## config.mk

```make
export PLATFORM = sky130hd
export DESIGN_NAME = trivium_byte_cipher
export DESIGN_NICKNAME = d
export VERILOG_FILES = /design/src/rtl/trivium_byte_cipher.sv
export SDC_FILE = /design/constraint.sdc
export NUM_CORES = 1
export LEC_CHECK = 0
export CORE_AREA = 2 2 58 114
export DETAILED_ROUTE_END_ITERATION = 12
export DIE_AREA = 0 0 60 116
export GPL_TIMING_DRIVEN = 0
export PLACE_DENSITY = 0.58
export SYNTH_ARGS = -nofsm -noshare
export SYNTH_HDL_FRONTEND = slang
export SYNTH_SLANG_ARGS = --single-unit
```

## constraint.sdc

```tcl
create_clock -name clk -period 2.1 [get_ports clk]
set_input_delay 0.525 -clock clk [delete_from_list [all_inputs] [get_ports clk]]
set_output_delay 0.525 -clock clk [all_outputs]
set_load 0.01 [all_outputs]
```

## src/rtl/trivium_byte_cipher.sv

```systemverilog
// Byte-wide XOR cipher fed by the single-bit trivium keystream (optional byte_cnt via TRIVIUM_CIPHER_CNT_EN).
// Latency: 1 cycle input acceptance to registered output; first keystream byte ready 10 cycles after ks_ready rises.
// Backpressure: in_ready drops while the output is held or no keystream byte is buffered; ks_en stops when no byte slot is free.

module sync_fifo #(
    parameter int W     = 8,
    parameter int DEPTH = 2,
    localparam int AW   = (DEPTH > 1) ? $clog2(DEPTH) : 1,
    localparam int CW   = $clog2(DEPTH + 1)
) (
    input  logic          clk,
    input  logic          rst,
    input  logic          flush,
    input  logic          push,
    input  logic [W-1:0]  push_dat,
    input  logic          pop,
    output logic [W-1:0]  pop_dat,
    output logic [CW-1:0] count
);
    logic [W-1:0]  mem [DEPTH];
    logic [AW-1:0] wr_ptr;
    logic [AW-1:0] rd_ptr;

    function automatic logic [AW-1:0] ptr_inc(input logic [AW-1:0] p);
        return (p == AW'(DEPTH - 1)) ? '0 : p + 1'b1;
    endfunction

    always_ff @(posedge clk) begin
        if (push) begin
            mem[wr_ptr] <= push_dat;
        end
    end

    always_ff @(posedge clk or negedge rst) begin
        if (!rst) begin
            wr_ptr <= '0;
            rd_ptr <= '0;
            count  <= '0;
        end else if (flush) begin
            wr_ptr <= '0;
            rd_ptr <= '0;
            count  <= '0;
        end else begin
            if (push) begin
                wr_ptr <= ptr_inc(wr_ptr);
            end
            if (pop) begin
                rd_ptr <= ptr_inc(rd_ptr);
            end
            case ({push, pop})
                2'b10:   count <= count + 1'b1;
                2'b01:   count <= count - 1'b1;
                default: count <= count;
            endcase
        end
    end

    assign pop_dat = mem[rd_ptr];
endmodule

module trivium_byte_cipher #(
    parameter int KS_DEPTH = 2
) (
    input  logic        clk,
    input  logic        rst,
    input  logic        ks_ready,
    input  logic        ks_bit,
    output logic        ks_en,
    input  logic        in_valid,
    output logic        in_ready,
    input  logic [7:0]  in_data,
    output logic        out_valid,
    input  logic        out_ready,
    output logic [7:0]  out_data
`ifdef TRIVIUM_CIPHER_CNT_EN
    ,
    output logic [31:0] byte_cnt
`endif
);
    localparam int CW  = $clog2(KS_DEPTH + 1);
    localparam int OW  = $clog2(8 * KS_DEPTH + 16);
    localparam int CAP = 8 * KS_DEPTH;

    logic          pend;
    logic [2:0]    bit_cnt;
    logic [6:0]    asm_q;
    logic          push;
    logic          pop;
    logic [7:0]    fifo_head;
    logic [CW-1:0] fifo_count;

    logic [2:0]    bit_cnt_next;
    logic [OW-1:0] cnt_next;
    logic [OW-1:0] occ_next;
    logic          ks_en_next;

    assign push     = pend & (bit_cnt == 3'd7);
    assign in_ready = ks_ready & (fifo_count != '0) & (!out_valid | out_ready);
    assign pop      = in_valid & in_ready;

    sync_fifo #(
        .W     (8),
        .DEPTH (KS_DEPTH)
    ) u_ks_fifo (
        .clk      (clk),
        .rst      (rst),
        .flush    (!ks_ready),
        .push     (push),
        .push_dat ({ks_bit, asm_q}),
        .pop      (pop),
        .pop_dat  (fifo_head),
        .count    (fifo_count)
    );

    // Bits committed after this edge: buffered bytes, captured bits and the
    // in-flight pend bit. Another request is issued only if it still fits.
    always_comb begin
        bit_cnt_next = pend ? bit_cnt + 3'd1 : bit_cnt;
        cnt_next     = OW'(fifo_count) + OW'(push) - OW'(pop);
        occ_next     = (cnt_next << 3) + OW'(bit_cnt_next) + OW'(ks_en);
        ks_en_next   = ks_ready & (occ_next < OW'(CAP));
    end

    always_ff @(posedge clk or negedge rst) begin
        if (!rst) begin
            pend    <= 1'b0;
            bit_cnt <= 3'd0;
            asm_q   <= 7'd0;
            ks_en   <= 1'b0;
        end else if (!ks_ready) begin
            pend    <= 1'b0;
            bit_cnt <= 3'd0;
            asm_q   <= 7'd0;
            ks_en   <= 1'b0;
        end else begin
            pend    <= ks_en;
            bit_cnt <= bit_cnt_next;
            ks_en   <= ks_en_next;
            if (pend) begin
                asm_q <= {ks_bit, asm_q[6:1]};
            end
        end
    end

    // Output stage survives a rekey so a held byte can still drain.
    always_ff @(posedge clk or negedge rst) begin
        if (!rst) begin
            out_valid <= 1'b0;
            out_data  <= 8'h00;
        end else if (pop) begin
            out_valid <= 1'b1;
            out_data  <= in_data ^ fifo_head;
        end else if (out_ready) begin
            out_valid <= 1'b0;
        end
    end

`ifdef TRIVIUM_CIPHER_CNT_EN
    always_ff @(posedge clk or negedge rst) begin
        if (!rst) begin
            byte_cnt <= 32'd0;
        end else if (!ks_ready) begin
            byte_cnt <= 32'd0;
        end else if (pop) begin
            byte_cnt <= byte_cnt + 32'd1;
        end
    end
`endif
endmodule
```

# [Yosys cells after proc, flatten, opt, wreduce, memory -nomap -nowiden]
# Memories as Yosys holds them, arrays and structs flattened.
# Cells that the tools add are included.
[word_totals] register_bits=25 ram_bits=16 input_bits=14 out_inout_bits=11 word_cells=55 memories=1
[mem_list] memory="u_ks_fifo.mem" words=2 width=8 rd=1 rd_clocked_by_memory_dff=0 write_ports=1 line="20" text="logic [W-1:0] mem [DEPTH];"
[classes] addsub=9 order_cmp=1 n_eq_ne=7 n_mux=18 bitwise=7 reduce_logical=3
[ops] operator="$mux W7" n=2
[ops] operator="$mux W1" n=12
[ops] operator="$xor A8 B8 Y8" n=1
[ops] operator="$mux W3" n=2
[ops] operator="$ne A2 B1 Y1 const B" n=3
[ops] operator="$add A5 B1 Y5" n=1
[ops] operator="$add A5 B3 Y5" n=1
[ops] operator="$and A1 B1 Y1" n=5
[ops] operator="$lt A5 B5 Y1 const B" n=1
[ops] operator="$pmux W2 S2" n=1
[ops] operator="$reduce_bool A2 Y1" n=2
[ops] operator="$add A3 B1 Y3 const B" n=1
[ops] operator="$eq A3 B3 Y1 const B" n=1
[ops] operator="$ne A3 B1 Y1 const B" n=1
[ops] operator="$add A1 B1 Y1 const B" n=2
[ops] operator="$add A2 B1 Y2" n=1
[ops] operator="$add A2 B1 Y2 const B" n=1
[ops] operator="$eq A2 B1 Y1 const B" n=1
[ops] operator="$eq A2 B2 Y1 const B" n=1
[ops] operator="$mux W2" n=1
[ops] operator="$sub A2 B1 Y2" n=1
[ops] operator="$sub A2 B1 Y2 const B" n=1
[ops] operator="$logic_not A1 Y1" n=1
[ops] operator="$or A1 B1 Y1" n=1

# [Depth between registers and ports, before layout]
# Gate-level depths: netlist of run 1.
[depth] ltp_word=10 depth_mapped=11 ltp_nobuf=10

# [Modules after synthesis]
# Synthesis of run 1 repeated with hierarchy kept, for this count alone.
[hier_totals] hier_cells=124 area_unflattened_um2=1821.7
[by_module_without_submodules] mod="trivium_byte_cipher" n_inst=1 cells_each=81 area_each_um2=1048.5
[by_module_without_submodules] mod="sync_fifo" n_inst=1 cells_each=43 area_each_um2=773.2

# [Worst setup path after synthesis of run 1]
# No wires, ideal clock.
[synth_timing] path_kind="input to register" start="input port out_ready" end="register ks_en" arrival_ns=2.204 required_ns=1.981 path_slack_ns=-0.223 path_stages=11 path_cell_list="nand2b_1 > o2111ai_1 > clkbuf_1 > inv_1 > ha_1 > inv_1 > ha_1 > nand2_1 > a211oi_2 > xnor2_1 > and2_1"
[synth_via] elab_chain_len=9
[synth_lines] item="from (decl)" line="73" text="input logic out_ready,"
[synth_lines] item="$or A1 B1 Y1" line="98" text="assign in_ready = ks_ready & (fifo_count != '0) & (!out_valid | out_ready);"
[synth_lines] item="$and A1 B1 Y1" line="98"
[synth_lines] item="$and A1 B1 Y1" line="99" text="assign pop = in_valid & in_ready;"
[synth_lines] item="net pop" line="88" text="logic pop;"
[synth_lines] item="$sub A2 B1 Y2" line="119" text="cnt_next = OW'(fifo_count) + OW'(push) - OW'(pop);"
[synth_lines] item="$add A5 B3 Y5" line="120" text="occ_next = (cnt_next << 3) + OW'(bit_cnt_next) + OW'(ks_en);"
[synth_lines] item="$add A5 B1 Y5" line="120"
[synth_lines] item="$lt A5 B5 Y1" line="121" text="ks_en_next = ks_ready & (occ_next < OW'(CAP));"
[synth_lines] item="$and A1 B1 Y1" line="121"
[synth_lines] item="$mux W1" line="130" text="end else if (!ks_ready) begin"
[synth_lines] item="to (signal assigned)" line="138" text="ks_en <= ks_en_next;"
[synth_lines] item="to (decl)" line="68" text="output logic ks_en,"
# The timed path passes the listed nets, and every way through them passes these cells.
# A chain may end at the register's enable or synchronous reset.

# [Final worst setup path of run 1]
[layout_timing] start="input port ks_ready" end="output port in_ready"
[layout_via] elab_chain_len=2
[layout_lines] item="from (decl)" line="66" text="input logic ks_ready,"
[layout_lines] item="$and A1 B1 Y1 (2 in a row)" line="98"
[layout_lines] item="to (decl)" line="70" text="output logic in_ready,"
# Every way passes these cells.

==> summary.txt, run 1 <==
Yosys
  – Sequential area share after synthesis: just over 60%
  – Count of cell types in the netlist: 27
  – YS warnings: 0
  – Leading area contributor after synthesis: dfrtp_1
  – Top cells by area, synth: dfrtp_1 35%, edfxtp_1 27%, mux2i_1 9.6%
  – Cells after synthesis: about 140
  – Mapped Nets: roughly 150
  – Synth Register Bits: roughly 40
  – Top-area cell type share of the netlist area: a little over a third
  – Synth Cell Area: about 0.0018 mm²
  – Syn_area_per_cell: 13.17 µm²

Clock tree
  – CTS Buf Count: 5
  – Clk sinks: between 40 and 50
  – # H-tree levels: 2
  – CTS tree: built
  – Clk_lat worst skew: around 280 ps
  – Worst-path clk slew: around 50 ps
  – Root Driver: clkbuf_16
  – Worst-case clock buffer depth: 2

Setup path
  – CP Data Arrival Time: roughly 1500 ps
  – Maximum fanout along the worst path: 10
  – Worst endpoint required time: 1570 ps
  – Crit path launch type: input port
  – Critical setup path kind: input port to output pin
  – R2R Setup Slk: about 160 ps
  – Crit end category: output pin

Pwr
  – Switching pwr: 336.4 µW
  – Clock group share of total power: 47.3%
  – PwrDens: 750.1 mW/mm²
  – Lkg Pwr: about 0.98 nW
  – Comb pwr share: under 10%
  – Maximum vdd drop: between 0.0003 and 0.0004 V
  – Sw frac: around a fifth
  – Share of power burned in registers: roughly 48%
  – Int Pwr: 1.451 mW

Placed design
  – Post-place instance area: between 0.002 and 0.0025 mm²
  – Port bufs: 24
  – Routability Congestion: around 0.69
  – Final HPWL DP: around 2300 µm

GRT
  – Initial antenna violation count: 0
  – Vias in the first global route: about 1200
  – First-pass GRT wire length: between 5000 and 6000 µm
  – Pin count of the biggest net entering global routing: 26
  – Total grt overflow: 0
  – Gr usage total: 10.86%

Layout
  – Area Overhead vs Synth: 33.99%
  – Post-layout instance area: roughly 0.0024 mm²
  – # diodes: 0
  – Fill cell count: about 590
  – # nets final: between 150 and 200
  – Layout cell share with drive strength beyond 1: 15.29%

Die
  – Row cnt: 40
  – Die Area: between 0.006 and 0.007 mm²
  – Initial core utilization: between 20 and 30%
  – Die width: ~60 µm
  – Die Span Y: 116 µm
  – Core Area: between 0.006 and 0.007 mm²
  – I/O pin total: 25

Job
  – Max Cap Violations: 0

Route
  – Remaining DRCs: 0
  – DR iter-0 viols: 17
  – DR pass1 iterations: 4
  – Drt total wl: 3249 µm
  – Routed Antenna Nets: 0
  – Vias: about 1100
  – WL/cell: 12.79 µm
  – Post-DR vias/cell: approximately 4.3

Status
  – Run status: finished, final reports clean

STA
  – Fin crit share: between 90% and 100%
  – Slew HR: between 20 and 25%
  – Final setup fails: 0
  – Hold_ws: between 400 and 500 ps
  – Setup Skew: 6.233 ps
  – Worst slew pin tran: 1170 ps
  – Final Hold Viols: 0
  – Unrepaired setup endpoints after global routing: false
  – Max Freq: ~500 MHz
  – Minimum clock period: 1994 ps
  – Final Max Tran Viols: 0

Hold path
  – Hold Path Class: flip-flop to flip-flop
[worst max-delay path, stage by stage]
cell and delay [ps]:
clkdlybuf4s15_2 290, clkbuf_4 240, o211a_1 150, dlygate4sd2_1 260
[cell usage in the layout (no fill, tap or decap)]
master | netlist | layout
clkdlybuf4s50_1 | 0 | 20
nand2_1 | 12 | 11
xnor2_1 | 6 | 4
edfxtp_1 | 16 | 16
buf_4 | 1 | 5
xor2_1 | 9 | 9
bufinv_16 | 0 | 1
clkinv_2 | 0 | 1
a21oi_1 | 1 | 1
inv_2 | 1 | 2
xnor2_2 | 0 | 1
nand3b_1 | 2 | 2
o21ai_0 | 9 | 9
buf_2 | 2 | 2
xnor2_4 | 0 | 1
and3_1 | 1 | 1
clkbuf_4 | 0 | 1
inv_1 | 3 | 2
ha_4 | 0 | 1
o211a_1 | 1 | 1
nand2_2 | 0 | 1
nand2b_4 | 0 | 1
dlygate4sd2_1 | 0 | 3
dfrtp_2 | 0 | 1
o2111ai_4 | 0 | 1
nor2b_1 | 9 | 9
a21boi_0 | 1 | 1
clkbuf_16 | 0 | 5
ha_1 | 4 | 3
and4_1 | 1 | 1
a211oi_2 | 1 | 1
nor2_1 | 1 | 1
clkbuf_1 | 2 | 1
clkdlybuf4s15_2 | 0 | 1
o21a_1 | 1 | 1
dfrtp_1 | 25 | 24
nor3_1 | 1 | 1
and2_1 | 6 | 6
mux2i_1 | 17 | 17
[registers in the layout (all words and copies together) (netlist names)]
register,flops
u_ks_fifo.count,2
u_ks_fifo.mem,16
u_ks_fifo.rd_ptr,1
pend,1
out_valid,1
bit_cnt,3
asm_q,7
out_data,8
ks_en,1
u_ks_fifo.wr_ptr,1
[synth_stat cells]
cell,n
a21boi_0,1
nand2b_1,1
and4_1,1
nand2_1,12
xor2_1,9
xnor2_1,6
clkbuf_1,2
edfxtp_1,16
mux2i_1,17
nor2b_1,9
o21a_1,1
o2111ai_1,1
dfrtp_1,25
nor2_1,1
buf_4,1
and2_1,6
a211oi_2,1
inv_2,1
a21oi_1,1
nand3b_1,2
o211a_1,1
ha_1,4
nor3_1,1
o21ai_0,9
buf_2,2
and3_1,1
inv_1,3
[path summary, 6_finish.rpt]
check | start | to | cells after the start
setup / recovery | ks_ready | in_ready | 4
max in group asynchronous | rst | u_ks_fifo.count[1] | 1
min in group asynchronous | rst | asm_q[6] | 1
hold reg to reg | out_data[4] | out_data[4] | 2
setup reg to reg | u_ks_fifo.count[0] | ks_en | 9
hold / removal | out_data[4] | out_data[4] | 2
[metal layers]
layer  vias to the layer above  GRT usage [%]  part of all wire, %
met3                         4          2.567                  2.6
met5                         -              0                    0
met4                         0          5.630                  1.5
met2                        16          19.78                   60
li1                        532              -                    -
met1                       531          10.86                   36
[per-stage QoR]
stage	util, %	std cells	worst slack (ps)	TNS, ps	power [mW]
floorplan	-	135	21.93	0	0.8984
global placement	35.45	243	-770.4	-1415	0.9566
detailed placement	35.45	243	-747.5	-1392	0.9599
CTS	38.99	254	42.80	0	1.808
global route	39.34	254	29.39	0	1.851
finish	39.34	254	106.1	0	1.787
[power by group through the flow]
stage,sequential [mW],clock [mW],combinational [mW]
floorplan,0.867,0,0.0312
global placement,0.865,0,0.0919
detailed placement,0.866,0,0.0943
CTS,0.850,0.862,0.0947
global route,0.852,0.898,0.101
finish,0.850,0.845,0.0919
[area by class of cell]
cell class              instances  area (µm²)  area share [%]
clock buffers                   6       128.9           5.410
inverters                       4       15.01          0.6303
clock inverters                 2       35.03           1.471
flip-flops and latches         41        1107           46.48
well taps                      84       105.1           4.412
multi-input cells              85       698.2           29.31
repair buffers                 28       267.8           11.24
plain buffers                   4       25.02           1.050
[logic make-up after synthesis]
family / Yosys count / share of synthesized area [%]
fa+ha+maj: 4 / 2.815
xor+xnor: 15 / 7.389
buf+inv: 9 / 2.252
mux: 17 / 9.571
flops: 41 / 62.21
simple gates: 34 / 10.34
compound gates: 15 / 5.419
[repair_timing]
action / 4_1_cts / 5_1_grt
hold buffers: 0 / 0
resized for setup: 13 / 4
gates cloned: 0 / 0
setup buffers: 3 / 1
pin swaps: 7 / 4
endpoints found under the setup margin: 2 / 1
(Power assumes the default switching activity.)
==> inputs of run 2 (changes only) <==
Settings changed: CORE_AREA 2 2 58 114 to 2 2 80 82, DIE_AREA 0 0 60 116 to 0 0 82 84.
==> summary.txt, run 2 (synthesized netlist as in run 1, its figures left out) <==
Setup path
  – CP Data Arrival Time: ~1500 ps
  – Crit path launch type: input port
  – Crit end category: output pin
  – Worst endpoint required time: 1570 ps
  – CP delay by family, top: buffers and inverters
  – Slowest stage delay, CP: 300 ps
  – Crit-path cells: clkdlybuf4s15_2 -> buf_4 -> o211a_1 -> dlygate4sd2_1
  – Maximum fanout along the worst path: 10
  – Critical setup path kind: input port to output pin
  – Crit path buffers/inverters: 3
  – CP max-delay cell: clkdlybuf4s15_2

Pwr
  – Maximum vdd drop: approximately 0.00040 V
  – Int Pwr: between 1 and 1.5 mW
  – Design Power: around 1.6 mW
  – PwrDens: a little under 700 mW/mm²
  – Sw frac: roughly a fifth
  – Switching pwr: between 300 and 400 µW
  – Comb pwr share: slightly below 6%
  – Clock group share of total power: 40.3%
  – Lkg Pwr: between 0.9 and 1 nW
  – Share of power burned in registers: approximately 54%

GRT
  – Gr usage total: under 10%
  – First-pass GRT wire length: about 4900 µm
  – Vias in the first global route: just over 1000
  – Initial antenna violation count: 0
  – Pin count of the biggest net entering global routing: 26
  – Total grt overflow: 0

Route
  – M1 WL: around 1300 µm
  – Vias: just over 1000
  – WL/cell: approximately 12 µm
  – Detail Route met3 WL: between 150 and 200 µm
  – Remaining DRCs: 0
  – Routed Antenna Nets: 0
  – Post-DR vias/cell: approximately 4.2
  – Drt total wl: 2867 µm
  – DR iter-0 viols: between 40 and 50
  – Met2 Routed Length: between 1000 and 1500 µm
  – DR pass1 iterations: 3
  – Max Used Layer: met4

Clock tree
  – Worst-case clock buffer depth: 2
  – Clk_lat worst skew: between 200 and 300 ps
  – # H-tree levels: 2
  – Clk sinks: 41
  – CTS Buf Count: 5
  – Root Driver: clkbuf_8
  – CTS tree: built
  – Hold_buf cts: 0
  – Worst-path clk slew: about 80 ps

Die
  – Die Span Y: approximately 84 µm
  – Die width: between 80 and 90 µm
  – Core Area: approximately 0.0061 mm²
  – Die Area: around 0.0069 mm²
  – I/O pin total: 25
  – Row cnt: 29
  – Initial core utilization: between 20 and 30%

Layout
  – # diodes: 0
  – # nets final: roughly 190
  – Most frequent cells in the layout: 23 x dfrtp_1, 20 x clkdlybuf4s50_1, 17 x mux2i_1, 16 x edfxtp_1, 12 x nand2_1
  – Layout cell share with drive strength beyond 1: roughly 14%
  – Max FFs per register: 16
  – Largest regs: u_ks_fifo.mem (16), out_data (8), asm_q (7)
  – Largest Register: u_ks_fifo.mem
  – Fill cell count: approximately 590
  – Most common cell after layout, fill and taps aside: dfrtp_1
  – Area Overhead vs Synth: 28.92%

STA
  – Minimum clock period: between 1500 and 2000 ps
  – Slew HR: a little under a quarter
  – Hold_ws: slightly below 500 ps
  – Final setup fails: 0
  – Fin crit share: between 90% and 100%
  – Final WS setup: roughly 120 ps
  – Final Max Tran Viols: 0
  – Worst slew pin tran: 1148 ps
  – Setup Skew: approximately 7.6 ps
  – Unrepaired setup endpoints after global routing: false
  – Final Hold Viols: 0
  – Fin Setup TNS: 0 ps
  – Max Freq: about 510 MHz

Placed design
  – DP Worst Slack: -788.5 ps
  – Port bufs: 24
  – Routability Congestion: just under 0.7
  – Final HPWL DP: 1992 µm

Hold path
  – Hold Path Class: flip-flop to flip-flop

Job
  – Max Cap Violations: 0

Status
  – Run status: finished, final reports clean
## run 2: per-stage QoR
stage               instances  util, %  area, µm²
floorplan                 135        -       1802
finish                    247    37.60       2292
CTS                       247    37.54       2288
global route              247    37.60       2292
detailed placement        236    35.08       2138
global placement          236    35.08       2138
## run 2: power groups by stage
stage	clock network (mW)	logic, mW	registers [mW]
after global routing	0.699	0.102	0.850
after floorplan	0	0.0312	0.867
final	0.635	0.0906	0.848
after CTS	0.663	0.0928	0.848
after detailed placement	0	0.0927	0.865
after global placement	0	0.0931	0.865
## run 2: worst paths after layout
| path | start | end | slack [ps] | cells after the start |
|---|---|---|---|---|
| max | ks_ready | in_ready | 120 | 4 |
| min | out_data[2] | out_data[2] | 480 | 2 |
| max reg2reg | u_ks_fifo.count[1] | ks_en | 170 | 9 |
| min reg2reg | out_data[2] | out_data[2] | 480 | 2 |
| max in group asynchronous | rst | u_ks_fifo.count[0] | 500 | 1 |
| min in group asynchronous | rst | ks_en | 840 | 1 |
## run 2: cell type report
class                      count  area (µm²)  area share (%)
sequential                    41        1109           48.36
multi-input combinational     85       664.4           28.98
timing repair buffer          28       267.8           11.68
tap                           77       96.34           4.203
clock buffer                   5       68.82           3.002
clock inverter                 3       46.29           2.020
buffer                         4       25.02           1.092
inverter                       4       15.01          0.6550
## run 2: metal layers
metal  global-route usage, %  vias up
met5                       0        -
met1                   11.21      468
met3                   3.030        4
li1                        -      529
met4                   4.091        0
met2                   15.45       28
## run 2: worst min-delay path, delay by kind of cell, from the launching register on
family / cells / cell delay (ps)
simple gates: 1 / 40
compound gates: 1 / 60
flops: 1 / 350
## run 2: what timing repair did
item | CTS | global route
setup endpoints to repair | 2 | 2
setup buffers | 3 | 1
pin swaps | 6 | 3
resized for setup | 9 | 4
==> edit, RTL diff (config.mk and constraints of run 1) <==
Set the parameter `KS_DEPTH` to 4 (it was 2).
--- a/src/rtl/trivium_byte_cipher.sv
+++ b/src/rtl/trivium_byte_cipher.sv
@@ -61,3 +61,3 @@
 module trivium_byte_cipher #(
-    parameter int KS_DEPTH = 2
+    parameter int KS_DEPTH = 4
 ) (
Check against the original RTL: same outputs for any inputs over 10 cycles, from zero or initial values and one cycle with rst low; that may be too few to reach the edited logic, so the function may still have changed.
==> edit against run 1 <==
  * The run now ends with negative setup slack left
  * Sequential power increased by 47%
  * Register-to-register slack got worse by 0.67 ns
  * Final cell count increased by 22%
  * Combinational power decreased by 8.6%
  * Total power increased by 45%
  * Cell area increased by 43%
  * Sequential cell count increased by 19
  * Setup slack got worse by 0.61 ns
  * Wire length increased by 55%
  * Synthesized area increased by 51%
  * Critical path type is now reg2reg
  * Largest cell class unchanged
  * Largest power group is now the clock network
  * Highest routed layer unchanged
==> edit: results (changes against run 1) <==
| Metric | Value |
|---|---|
| Status | finished, violations left (was complete, no violations) |
| Violated checks | negative setup slack |
| Post-Syn Nets | 206 (was 153) |
| Met1 usage | 15.73% (was 10.86%) |
| Clock share of power | 48.6% (was 47.3%) |
| Worst setup slack after layout | -0.5062 ns (was 0.1061 ns) |
| Worst R2R Path Depth | 12 (was 9) |
| Total CTS buffers | 9 (was 5) |
| Count of different cell masters after synthesis | 32 (was 27) |
| Routed WL | 5.021 mm (was 3.249 mm) |
| Switching share of power | 19.16% (was 18.82%) |
| Top_reg_cell synth | edfxtp_1 (was dfrtp_1) |
| Register area share after synthesis | 61.94% (was 62.21%) |
| Synth Area in XOR/XNOR | 5.177% (was 7.389%) |
| Share of cells above drive strength 1 | 21.68% (was 15.29%) |
| Synth cell count leaders | 32 x edfxtp_1, 28 x dfrtp_1, 12 x mux2i_1 (was 25 x dfrtp_1, 17 x mux2i_1, 16 x edfxtp_1) |
| Routed vias | 1537 (was 1083) |
| Slowest cell on crit path | fa_2 (was clkdlybuf4s15_2) |
| Combinational logic power | 0.0000840 W (was 0.0000919 W) |
| Final non-filler cell total | 310 (was 254) |
| H-tree level count | 3 (was 2) |
| WP data arrival | 2.81 ns (was 1.47 ns) |
| First-pass GRT wire length | 8.307 mm (was 5.658 mm) |
| Fill cell count | 502 (was 586) |
| Final setup viols | 4 (was 0) |
| Largest net degree at the start of global routing | 29 (was 26) |
| Placed Instance Area | 3049 µm² (was 2147 µm²) |
| Biggest regs | u_ks_fifo.mem (32), out_data (8), asm_q (7) (was u_ks_fifo.mem (16), out_data (8), asm_q (7)) |
| Worst Setup SP | u_ks_fifo.count[2] (was ks_ready) |
| Ys async rst share | 46.67% (was 60.98%) |
| Number of DRC markers in iteration 0 | 35 (was 17) |
| Met3 GRT Util | 5.357% (was 2.567%) |
| M2 GR Usage | 32.97% (was 19.78%) |
| Skew-Pair Late Insertion Delay | 0.32 ns (was 0.28 ns) |
| Worst-path fanout max | 3 (was 10) |
| VDD IR max | 0.0004924 V (was 0.0003914 V) |
| Slew headroom | 55.01% (was 21.76%) |
| Detailed placer's ending HPWL | 3.735 mm (was 2.345 mm) |
| Metal3 WL | 153 µm (was 85 µm) |
| M1 WL | 1.671 mm (was 1.154 mm) |
-- edit: cells by family after synthesis --
group,after synthesis
AO/OA/AOI/OAI,13
XOR/XNOR,15
adder cells (fa/ha/maj),10
buffers and inverters,15
flip-flops,60
multiplexers,20
AND/OR/NAND/NOR,49
-- edit: worst min-delay path by stage --
stage	start	end	slack, ns	depth (start not counted)
finish	rst	out_data[0]	0.25	1
global route	rst	asm_q[1]	0.29	1
floorplan	rst	asm_q[0]	0.23	0
detailed placement	ks_en	pend	0.51	1
global placement	asm_q[0]	u_ks_fifo.mem[2][0]	0.49	0
CTS	out_data[1]	out_data[1]	0.53	2
-- edit: final cells by class --
type,count,area (µm²),area share (%)
plain buffers,6,27.53,0.8106
clock buffers,12,246.5,7.259
clock inverters,3,13.76,0.4053
inverters,7,36.28,1.069
multi-input cells,107,1015,29.88
flip-flops and latches,60,1663,48.97
well taps,84,105.1,3.095
repair buffers,31,289.0,8.511
